[src/rtl/ternary_pkg.sv]
// Shared types and helpers for the ternary MAC sequencer: FSM state encoding
// and the weight-load length derived from the output vector geometry.
package ternary_pkg;

    typedef enum logic [1:0] {
        StIdle,
        StLoad,
        StCompute,
        StDone
    } seq_state_e;

    localparam int unsigned DefaultWeightWidth = 2;

    // One shift per weight bit for every output row.
    function automatic int unsigned load_len(input int unsigned max_out_len,
                                             input int unsigned weight_width);
        return max_out_len * weight_width;
    endfunction

endpackage

[src/rtl/ternary_mac_sequencer_if.sv]
// Control/status bundle between the pin decode (master) and the sequencer (slave).
interface ternary_mac_sequencer_if #(
    parameter int unsigned CNT_WIDTH = 8
);
    logic                 start;
    logic                 abort;
    logic [CNT_WIDTH-1:0] cfg_bit_select;
    logic [CNT_WIDTH-1:0] cfg_num_vectors;
    logic                 cfg_skip_load;
    logic                 in_valid;
    logic                 load_ena;
    logic                 mult_ena;
    logic                 lsb_select;
    logic                 slice_done;
    logic                 busy;
    logic                 done;
    logic [CNT_WIDTH-1:0] count;

    modport master (
        output start, abort, cfg_bit_select, cfg_num_vectors, cfg_skip_load, in_valid,
        input  load_ena, mult_ena, lsb_select, slice_done, busy, done, count
    );

    modport slave (
        input  start, abort, cfg_bit_select, cfg_num_vectors, cfg_skip_load, in_valid,
        output load_ena, mult_ena, lsb_select, slice_done, busy, done, count
    );

endinterface

[src/rtl/ternary_seq_counter.sv]
// Enable/clear counter with a programmable terminal value; wraps to zero when
// it advances from the terminal value.
module ternary_seq_counter #(
    parameter int unsigned WIDTH = 8
) (
    input  logic             clk,
    input  logic             rst,
    input  logic             en,
    input  logic             clr,
    input  logic [WIDTH-1:0] terminal,
    output logic [WIDTH-1:0] count,
    output logic             at_term
);

    logic [WIDTH-1:0] count_q;

    assign count   = count_q;
    assign at_term = (count_q == terminal);

    always_ff @(posedge clk) begin
        if (rst || clr) begin
            count_q <= '0;
        end else if (en) begin
            count_q <= at_term ? '0 : count_q + WIDTH'(1);
        end
    end

endmodule

[src/rtl/ternary_mac_sequencer.sv]
// Control FSM for the ternary matrix-vector datapath: weight load, bit-serial
// multiply over a configured number of vectors, completion pulse.
// Define TERNARY_SEQ_WEIGHT_REUSE_EN to allow skipping LOAD when weights are resident.
module ternary_mac_sequencer
    import ternary_pkg::*;
#(
    parameter int unsigned MAX_IN_LEN   = 12,
    parameter int unsigned MAX_OUT_LEN  = 12,
    parameter int unsigned WEIGHT_WIDTH = DefaultWeightWidth,
    parameter int unsigned CNT_WIDTH    = 8
) (
    input  logic                    clk,
    input  logic                    rst,
    ternary_mac_sequencer_if.slave  bus
);

    localparam int unsigned          LoadLen  = load_len(MAX_OUT_LEN, WEIGHT_WIDTH);
    localparam logic [CNT_WIDTH-1:0] LoadLast = CNT_WIDTH'(LoadLen - 1);

    if (MAX_IN_LEN == 0 || LoadLen == 0 || LoadLen > (2 ** CNT_WIDTH)) begin : g_bad_cfg
        $error("ternary_mac_sequencer: load length does not fit the phase counter");
    end

    seq_state_e           state_q, state_d;
    logic [CNT_WIDTH-1:0] bit_select_q;
    logic [CNT_WIDTH-1:0] num_vectors_q;
    logic                 weights_valid_q;
    logic                 load_ena_q, mult_ena_q, busy_q, done_q;

    logic                 accept;
    logic                 take_skip;
    logic                 phase_en, phase_clr, phase_at_term;
    logic [CNT_WIDTH-1:0] phase_term, phase_cnt;
    logic                 vec_en, vec_clr, vec_at_term;
    logic [CNT_WIDTH-1:0] vec_term, vec_cnt;

`ifdef TERNARY_SEQ_WEIGHT_REUSE_EN
    assign take_skip = bus.cfg_skip_load && weights_valid_q;
`else
    logic unused_reuse;
    assign take_skip    = 1'b0;
    assign unused_reuse = bus.cfg_skip_load ^ weights_valid_q;
`endif

    // abort outranks in_valid: an aborted cycle accepts no bit.
    assign accept = (state_q == StCompute) && bus.in_valid && !bus.abort;

    assign phase_term = (state_q == StLoad) ? LoadLast : bit_select_q;
    assign phase_en   = !bus.abort && ((state_q == StLoad) || accept);
    assign phase_clr  = bus.abort || (state_q == StIdle) || (state_q == StDone);

    // Terminal num_vectors_q-1 wraps for a 0 setting, giving 2^CNT_WIDTH vectors.
    assign vec_term = num_vectors_q - CNT_WIDTH'(1);
    assign vec_en   = accept && phase_at_term;
    assign vec_clr  = bus.abort || (state_q != StCompute);

    ternary_seq_counter #(
        .WIDTH (CNT_WIDTH)
    ) u_phase_cnt (
        .clk      (clk),
        .rst      (rst),
        .en       (phase_en),
        .clr      (phase_clr),
        .terminal (phase_term),
        .count    (phase_cnt),
        .at_term  (phase_at_term)
    );

    ternary_seq_counter #(
        .WIDTH (CNT_WIDTH)
    ) u_vec_cnt (
        .clk      (clk),
        .rst      (rst),
        .en       (vec_en),
        .clr      (vec_clr),
        .terminal (vec_term),
        .count    (vec_cnt),
        .at_term  (vec_at_term)
    );

    always_comb begin
        state_d = state_q;
        case (state_q)
            StIdle: begin
                if (bus.start && !bus.abort) begin
                    state_d = take_skip ? StCompute : StLoad;
                end
            end
            StLoad: begin
                if (phase_at_term) begin
                    state_d = StCompute;
                end
            end
            StCompute: begin
                if (accept && phase_at_term && vec_at_term) begin
                    state_d = StDone;
                end
            end
            StDone:  state_d = StIdle;
            default: state_d = StIdle;
        endcase
        if (bus.abort) begin
            state_d = StIdle;
        end
    end

    always_ff @(posedge clk) begin
        if (rst) begin
            state_q         <= StIdle;
            bit_select_q    <= '0;
            num_vectors_q   <= '0;
            weights_valid_q <= 1'b0;
            load_ena_q      <= 1'b0;
            mult_ena_q      <= 1'b0;
            busy_q          <= 1'b0;
            done_q          <= 1'b0;
        end else begin
            state_q    <= state_d;
            load_ena_q <= (state_d == StLoad);
            mult_ena_q <= (state_d == StCompute);
            busy_q     <= (state_d != StIdle);
            done_q     <= (state_d == StDone);
            if (state_q == StIdle && state_d != StIdle) begin
                bit_select_q  <= bus.cfg_bit_select;
                num_vectors_q <= bus.cfg_num_vectors;
            end
            // A partial load leaves the weight registers inconsistent.
            if (state_q == StLoad) begin
                if (bus.abort) begin
                    weights_valid_q <= 1'b0;
                end else if (phase_at_term) begin
                    weights_valid_q <= 1'b1;
                end
            end
        end
    end

    logic unused_vec_cnt;
    assign unused_vec_cnt = ^vec_cnt;

    assign bus.load_ena   = load_ena_q;
    assign bus.mult_ena   = mult_ena_q;
    assign bus.busy       = busy_q;
    assign bus.done       = done_q;
    assign bus.count      = phase_cnt;
    assign bus.lsb_select = accept && (phase_cnt == '0);
    assign bus.slice_done = accept && phase_at_term;

endmodule
[src/flat_wrapper.sv]
// flat-port wrapper written by rule: the top's interface ports become plain ports
module ternary_mac_sequencer_flat import ternary_pkg::*;
#(
    parameter int unsigned MAX_IN_LEN   = 12,
    parameter int unsigned MAX_OUT_LEN  = 12,
    parameter int unsigned WEIGHT_WIDTH = DefaultWeightWidth,
    parameter int unsigned CNT_WIDTH    = 8
)
  (clk, rst, bus_start, bus_abort, bus_cfg_bit_select, bus_cfg_num_vectors, bus_cfg_skip_load, bus_in_valid, bus_load_ena, bus_mult_ena, bus_lsb_select, bus_slice_done, bus_busy, bus_done, bus_count);
  ternary_mac_sequencer_if #(.CNT_WIDTH(CNT_WIDTH)) bus_i ();
  input  logic clk;
  input  logic rst;
  input wire logic [$bits(bus_i.start)-1:0] bus_start;
  input wire logic [$bits(bus_i.abort)-1:0] bus_abort;
  input wire logic [$bits(bus_i.cfg_bit_select)-1:0] bus_cfg_bit_select;
  input wire logic [$bits(bus_i.cfg_num_vectors)-1:0] bus_cfg_num_vectors;
  input wire logic [$bits(bus_i.cfg_skip_load)-1:0] bus_cfg_skip_load;
  input wire logic [$bits(bus_i.in_valid)-1:0] bus_in_valid;
  output wire logic [$bits(bus_i.load_ena)-1:0] bus_load_ena;
  output wire logic [$bits(bus_i.mult_ena)-1:0] bus_mult_ena;
  output wire logic [$bits(bus_i.lsb_select)-1:0] bus_lsb_select;
  output wire logic [$bits(bus_i.slice_done)-1:0] bus_slice_done;
  output wire logic [$bits(bus_i.busy)-1:0] bus_busy;
  output wire logic [$bits(bus_i.done)-1:0] bus_done;
  output wire logic [$bits(bus_i.count)-1:0] bus_count;
  assign bus_i.start = bus_start;
  assign bus_i.abort = bus_abort;
  assign bus_i.cfg_bit_select = bus_cfg_bit_select;
  assign bus_i.cfg_num_vectors = bus_cfg_num_vectors;
  assign bus_i.cfg_skip_load = bus_cfg_skip_load;
  assign bus_i.in_valid = bus_in_valid;
  assign bus_load_ena = bus_i.load_ena;
  assign bus_mult_ena = bus_i.mult_ena;
  assign bus_lsb_select = bus_i.lsb_select;
  assign bus_slice_done = bus_i.slice_done;
  assign bus_busy = bus_i.busy;
  assign bus_done = bus_i.done;
  assign bus_count = bus_i.count;
  ternary_mac_sequencer #(.MAX_IN_LEN(MAX_IN_LEN), .MAX_OUT_LEN(MAX_OUT_LEN), .WEIGHT_WIDTH(WEIGHT_WIDTH), .CNT_WIDTH(CNT_WIDTH)) u_core (.clk(clk), .rst(rst), .bus(bus_i));
endmodule
[config.mk]
export PLATFORM = sky130hd
export DESIGN_NAME = ternary_mac_sequencer_flat
export DESIGN_NICKNAME = d
export VERILOG_FILES = /design/src/rtl/ternary_pkg.sv /design/src/rtl/ternary_mac_sequencer_if.sv /design/src/rtl/ternary_seq_counter.sv /design/src/rtl/ternary_mac_sequencer.sv /design/src/flat_wrapper.sv
export SDC_FILE = /design/constraint.sdc
export NUM_CORES = 1
export LEC_CHECK = 0
export CORE_MARGIN = 2
export CORE_UTILIZATION = 45
export DETAILED_ROUTE_END_ITERATION = 12
export MAX_ROUTING_LAYER = met4
export PLACE_DENSITY = 0.72
export SYNTH_ARGS = -nofsm -noshare
export SYNTH_HDL_FRONTEND = slang
export SYNTH_SLANG_ARGS = --single-unit
[constraint.sdc]
create_clock -name clk -period 2.4 [get_ports clk]
set_input_delay 0.72 -clock clk [delete_from_list [all_inputs] [get_ports clk]]
set_output_delay 0.72 -clock clk [all_outputs]
set_load 0.005 [all_outputs]
* Word level (Yosys, flattened, before mapping)
Index checks and enable logic that the tools add are counted.
Widths: inputs -> output; s select.
** Word-level totals
- Input bits :: 22
- Word-level logic and storage cells :: 47
- Output and inout port bits :: 14
- Register bits after elaboration :: 38
** Cells by class
- Reductions and logical operators :: 18
- Eq/ne operators :: 9
- Mux-type cells :: 8
- Add/subtract/negate cells :: 3
** Operators by type and width (count)
- $mux 8 :: 3
- $add 8x1->8 const B :: 2
- $eq 8x8->1 :: 2
- $eq 2x2->1 const B :: 4
- $logic_and 1x1->1 :: 8
- $logic_not 8->1 :: 1
- $mux 2 :: 4
- $pmux 2 s4 :: 1
- $sub 8x1->8 const B :: 1
- $logic_or 1x1->1 :: 6
- $eq 2x1->1 const B :: 2
- $logic_not 2->1 :: 1
- $ne 2x2->1 const B :: 1
- $reduce_bool 2->1 :: 1
- $logic_not 1->1 :: 1

* Logic depth before layout (Yosys ltp)
- Depth after elaboration :: 10
- Gate-level depth with buffers :: 10
- Depth with buffers taken out :: 8

* Modules after synthesis
From an unflattened synthesis, not the netlist that was laid out.
** Second synthesis, totals
- Cell total of the unflattened synthesis :: 225
- Area total of the unflattened synthesis :: 1941.9 um^2
** Modules (own cells, without submodules)
- ternary_mac_sequencer :: area an instance 1046.0 um^2, cells each 127, instances 1
- ternary_seq_counter :: area an instance 447.9 um^2, cells each 49, instances 2

* Least setup slack after synthesis
No wires, ideal clock.
- Path kind :: flip-flop to flip-flop
- From :: register u_core.num_vectors_q[0]
- To :: register u_core.mult_ena_q, in the netlist u_core.bus.mult_ena
- Data arrival time :: 2163 ps
- Setup slack :: 120 ps
- Library setup time :: 117 ps
- Required time :: 2283 ps
- Clock period less this slack :: 2280 ps
- Path buffers :: 2
- Cell stages (with the launch flop) :: 11
- Path through :: dfxtp_1 > clkbuf_1 > inv_1 > ha_1 > clkbuf_1 > o21bai_1 > a211o_1 > a21oi_1 > o211ai_1 > or3_1 > and4b_1
** Between the ends
- Cells in the longest elaborated chain, start to end :: 7
** RTL lines
- from (decl) :: line ternary_mac_sequencer.sv:26 : logic [CNT_WIDTH-1:0] num_vectors_q;
- from (signal assigned) :: line ternary_mac_sequencer.sv:125 : num_vectors_q <= bus.cfg_num_vectors;
- $sub 8x1->8 :: line ternary_mac_sequencer.sv:53 : assign vec_term = num_vectors_q - CNT_WIDTH'(1);
- $eq 8x8->1 :: line ternary_seq_counter.sv:18 : assign at_term = (count_q == terminal);
- $logic_and 1x1->1 :: line ternary_mac_sequencer.sv:95 : if (accept && phase_at_term && vec_at_term) begin
- $mux 2 :: line ternary_mac_sequencer.sv:95
- $pmux 2 s4 :: line ternary_mac_sequencer.sv:83 : case (state_q)
- $mux 2 :: line ternary_mac_sequencer.sv:102 : if (bus.abort) begin
- $eq 2x2->1 :: line ternary_mac_sequencer.sv:120 : mult_ena_q <= (state_d == StCompute);
- to (signal assigned) :: line ternary_mac_sequencer.sv:120
- to (decl) :: line ternary_mac_sequencer.sv:28 : logic load_ena_q, mult_ena_q, busy_q, done_q;
Every way passes these cells.
A chain may end at the register's enable or synchronous reset.

* Final worst setup path
- From :: register u_core.u_phase_cnt.count_q[4], in the netlist u_core.u_phase_cnt.count[4]
- To :: output port bus_slice_done
** Between the ends
- Cells in the longest elaborated chain, start to end :: 2
** RTL lines
- from (decl) :: line ternary_seq_counter.sv:15 : logic [WIDTH-1:0] count_q;
- from (signal assigned) :: line ternary_seq_counter.sv:24 : count_q <= at_term ? '0 : count_q + WIDTH'(1);
- $eq 8x8->1 :: line ternary_seq_counter.sv:18
- $logic_and 1x1->1 :: line ternary_mac_sequencer.sv:147 : assign bus.slice_done = accept && phase_at_term;
- to (decl) :: line flat_wrapper.sv:22 : output wire logic [$bits(bus_i.slice_done)-1:0] bus_slice_done;
Every way passes these cells.

==> metrics.md <==
| Metric | Value |
|---|---|
| Largest net degree at the start of global routing | `20` |
| Antenna Nets Post-Route | `0` |
| Avg WL per Cell | `13.73 µm` |
| Global-route congestion overflow total | `0` |
| CTS H-tree lvls | `2` |
| Post-synthesis compound-gate area fraction | `22.55%` |
| Yosys cell types | `44` |
| Setup-failing EPs final | `0` |
| CTS tree | `built` |
| Initial antenna violation count | `0` |
| Worst Setup End Kind | `output port` |
| Skew-Pair Late Insertion Delay | `0.30 ns` |
| Clock sinks | `38` |
| XOR/XNOR Fraction of Synth Area | `8.309%` |
| Die Area | `0.005248 mm²` |
| DR pass1 iterations | `4` |
| Post-synthesis mux area share | `0%` |
| Worst R2R Path Depth | `6` |
| Setup_tns | `0 ns` |
| Global-route usage over all layers | `22.48%` |
| FF+latch count, synth | `38` |
| Worst Hold Class | `reg -> reg` |
| Most frequent cells in the layout | `43 x nand2_1, 36 x buf_4, 35 x a21oi_1, 33 x dfxtp_1, 30 x clkdlybuf4s50_1` |
| Total wire length | `5.245 mm` |
| Non-Filler Instances | `382` |
| Crit-path cells | `nor4bb_2, a21oi_1, o22ai_1, nand4_1, nor2_1, buf_2` |
| Routed vias | `2099` |
| Worst Hold End | `u_core.num_vectors_q[7]` |
| Leakage | `0.001092 µW` |
| Num CTS Buffers | `5` |
| Synth Net Count | `295` |
| Final hold violation count | `0` |
| Layout cells sized above 1 | `20.61%` |
| First-pass GRT wire length | `9.045 mm` |
| Post-Synthesis Cells | `269` |
| Dpl cell area | `0.002690 mm²` |
| Worst Path Max Fanout | `3` |
| Period utilization | `97.07%` |
| RePlAce Congestion | `0.8299` |
| Crit path required time | `1.68 ns` |
| Ys flop type | `dfxtp_1` |
| Hold path depth | `2` |
| Outcome | `finished clean` |
| DIE HEIGHT | `72.45 µm` |
| Final Instance Area | `0.002860 mm²` |
| Synthesized area per cell | `7.837 µm²` |
| Min Tclk post-route | `2.330 ns` |
| Seq/Total Area, Yosys | `36.08%` |
| Synth Area in Simple Gates | `25.34%` |
| Area share of fa/ha/maj cells after synthesis | `2.374%` |
| PwrDens | `463.8 mW/mm²` |
| WP data arrival | `1.61 ns` |
| # DRC | `0` |
| Initial Util | `47.44%` |
| F_max | `429.2 MHz` |
| Mapped cell area | `0.002108 mm²` |
| Kind of critical path | `reg -> out` |
| Placed wire-length estimate | `3.860 mm` |
| YS warnings | `0` |
| Max Buffers Root-to-Sink | `2` |
| Area Growth Syn to Fin | `35.67%` |
| Reg clk slew, reported paths | `0.07 ns` |
| Iter 0 DRT Violations | `82` |
| Worst ir drop on vdd | `0.3024 mV` |
| Worst hold slack | `0.4829 ns` |
| Layout Nets | `356` |
| Internal reg-to-reg setup slack | `0.23 ns` |
| Via count of the first global-routing pass | `2024` |
| Die width | `72.45 µm` |
| Clock tree root buffer cell | `clkbuf_8` |
| Critical-path top delay cell | `dfxtp_1` |
| # diodes | `0` |
| Max cap viols | `0` |
| Layout Skew | `0.009782 ns` |
| CP startpoint kind | `flop` |
| Synth async-reset ratio | `0%` |
| Slew Viols, Final | `0` |
| Worst Tran Pin Value | `0.3795 ns` |
| Normalized max-slew margin | `74.59%` |
| Post-synth EDFFs | `0` |
| Cell row count | `24` |
| Largest family of logic cells by synthesized area | `simple AND/OR/NAND/NOR gates` |
| Cells after DPL | `372` |
| Worst r2r src | `u_core.num_vectors_q[2]` |
| R2r endpoint | `u_core.bus.mult_ena` |
| Vias per cell | `5.495` |
| Hold Startpoint | `u_core.num_vectors_q[7]` |
| Critical path's largest stage delay | `0.35 ns` |
| Core area | `0.004444 mm²` |
| Commonest non-fill, non-tap cell in the layout | `nand2_1` |
| Port Buffer Count | `34` |
| # IOs | `36` |
-- sequential cells by signal (all words and copies together), names as in the netlist --
register	cells
u_core.state_q	2
u_core.bus.done	1
u_core.bus.load_ena	1
u_core.bus.mult_ena	1
u_core.u_vec_cnt.count	8
u_core.bus.busy	1
u_core.u_phase_cnt.count	8
u_core.num_vectors_q	8
u_core.bit_select_q	8
-- layout make-up --
class,instances,area [µm²]
Multi-Input combinational cell,205,1294
Timing Repair Buffer,71,621.8
Tap cell,52,65.06
Fill cell,403,1584
Inverter,9,33.78
Clock inverter,2,10.01
Sequential cell,38,767.0
Clock buffer,5,68.82
-- per-stage QoR --
stage	setup WS (ns)	power (µW)	util [%]
2_1_floorplan	0.1198	817.3	-
3_3_place_gp	-0.3712	906.3	60.53
3_5_place_dp	-0.3558	911.3	60.53
4_1_cts	0.006879	1332	62.81
5_1_grt	-0.02885	1390	64.36
6_report	0.07021	1327	64.36
-- Yosys cell counts, drive strengths merged (5+ instances only) --
| master | count | area, µm² |
|---|---|---|
| buf | 5 | 33.78 |
| a21oi | 36 | 183.9 |
| xnor2 | 10 | 87.58 |
| o21ai | 13 | 65.06 |
| a211oi | 8 | 65.06 |
| or3 | 7 | 43.79 |
| nand3 | 5 | 25.02 |
| clkbuf | 12 | 45.04 |
| inv | 9 | 33.78 |
| dfxtp | 38 | 760.7 |
| nand2 | 43 | 161.4 |
| nand4 | 10 | 62.56 |
| xor2 | 10 | 87.58 |
| nor2 | 13 | 48.80 |
-- routing by layer --
layer	up-vias	global-route usage, %	part of all wire (%)
met5	-	-	0
met3	12	5.000	4.0
met4	0	7.613	2.4
met1	974	26.59	44
met2	37	37.82	50
li1	1076	-	-
-- how the worst max path moves through the flow --
stage / from / endpoint / depth (start not counted) / slack, ns
floorplan: u_core.num_vectors_q[0] / u_core.bus.mult_ena / 10 / 0.12
global placement: bus_in_valid / bus_lsb_select / 4 / -0.37
detailed placement: bus_in_valid / bus_lsb_select / 4 / -0.36
CTS: bus_abort / bus_slice_done / 6 / 0.007
global route: u_core.u_phase_cnt.count[4] / bus_slice_done / 6 / -0.03
finish: u_core.u_phase_cnt.count[4] / bus_slice_done / 6 / 0.07
-- kinds of logic (layout without fill, tap and decap cells) --
group / after synthesis / in the layout
flip-flops: 38 / 38
adder cells (fa/ha/maj): 4 / 4
AND/OR/NAND/NOR: 105 / 105
buffers and inverters: 26 / 87
AO/OA/AOI/OAI: 76 / 76
XOR/XNOR: 20 / 20
-- power by group --
group	total (µW)	switching [µW]	internal, µW
clock	423	228	195
combinational	236	116	120
sequential	667	18.3	649
-- worst max-delay path, delay by kind of cell, from the launching register on --
kind,cells,cell delay [ns]
buf+inv,1,0.12
compound gates,2,0.28
flops,1,0.35
simple gates,3,0.58
-- timing repair --
action | 4_1_cts | 5_1_grt
resized for setup | 11 | 16
endpoints found under the setup margin | 2 | 2
setup buffers | 2 | 1
pin swaps | 6 | 7
hold buffers | 0 | 0
Note: power is estimated with default switching activity, not from simulation.
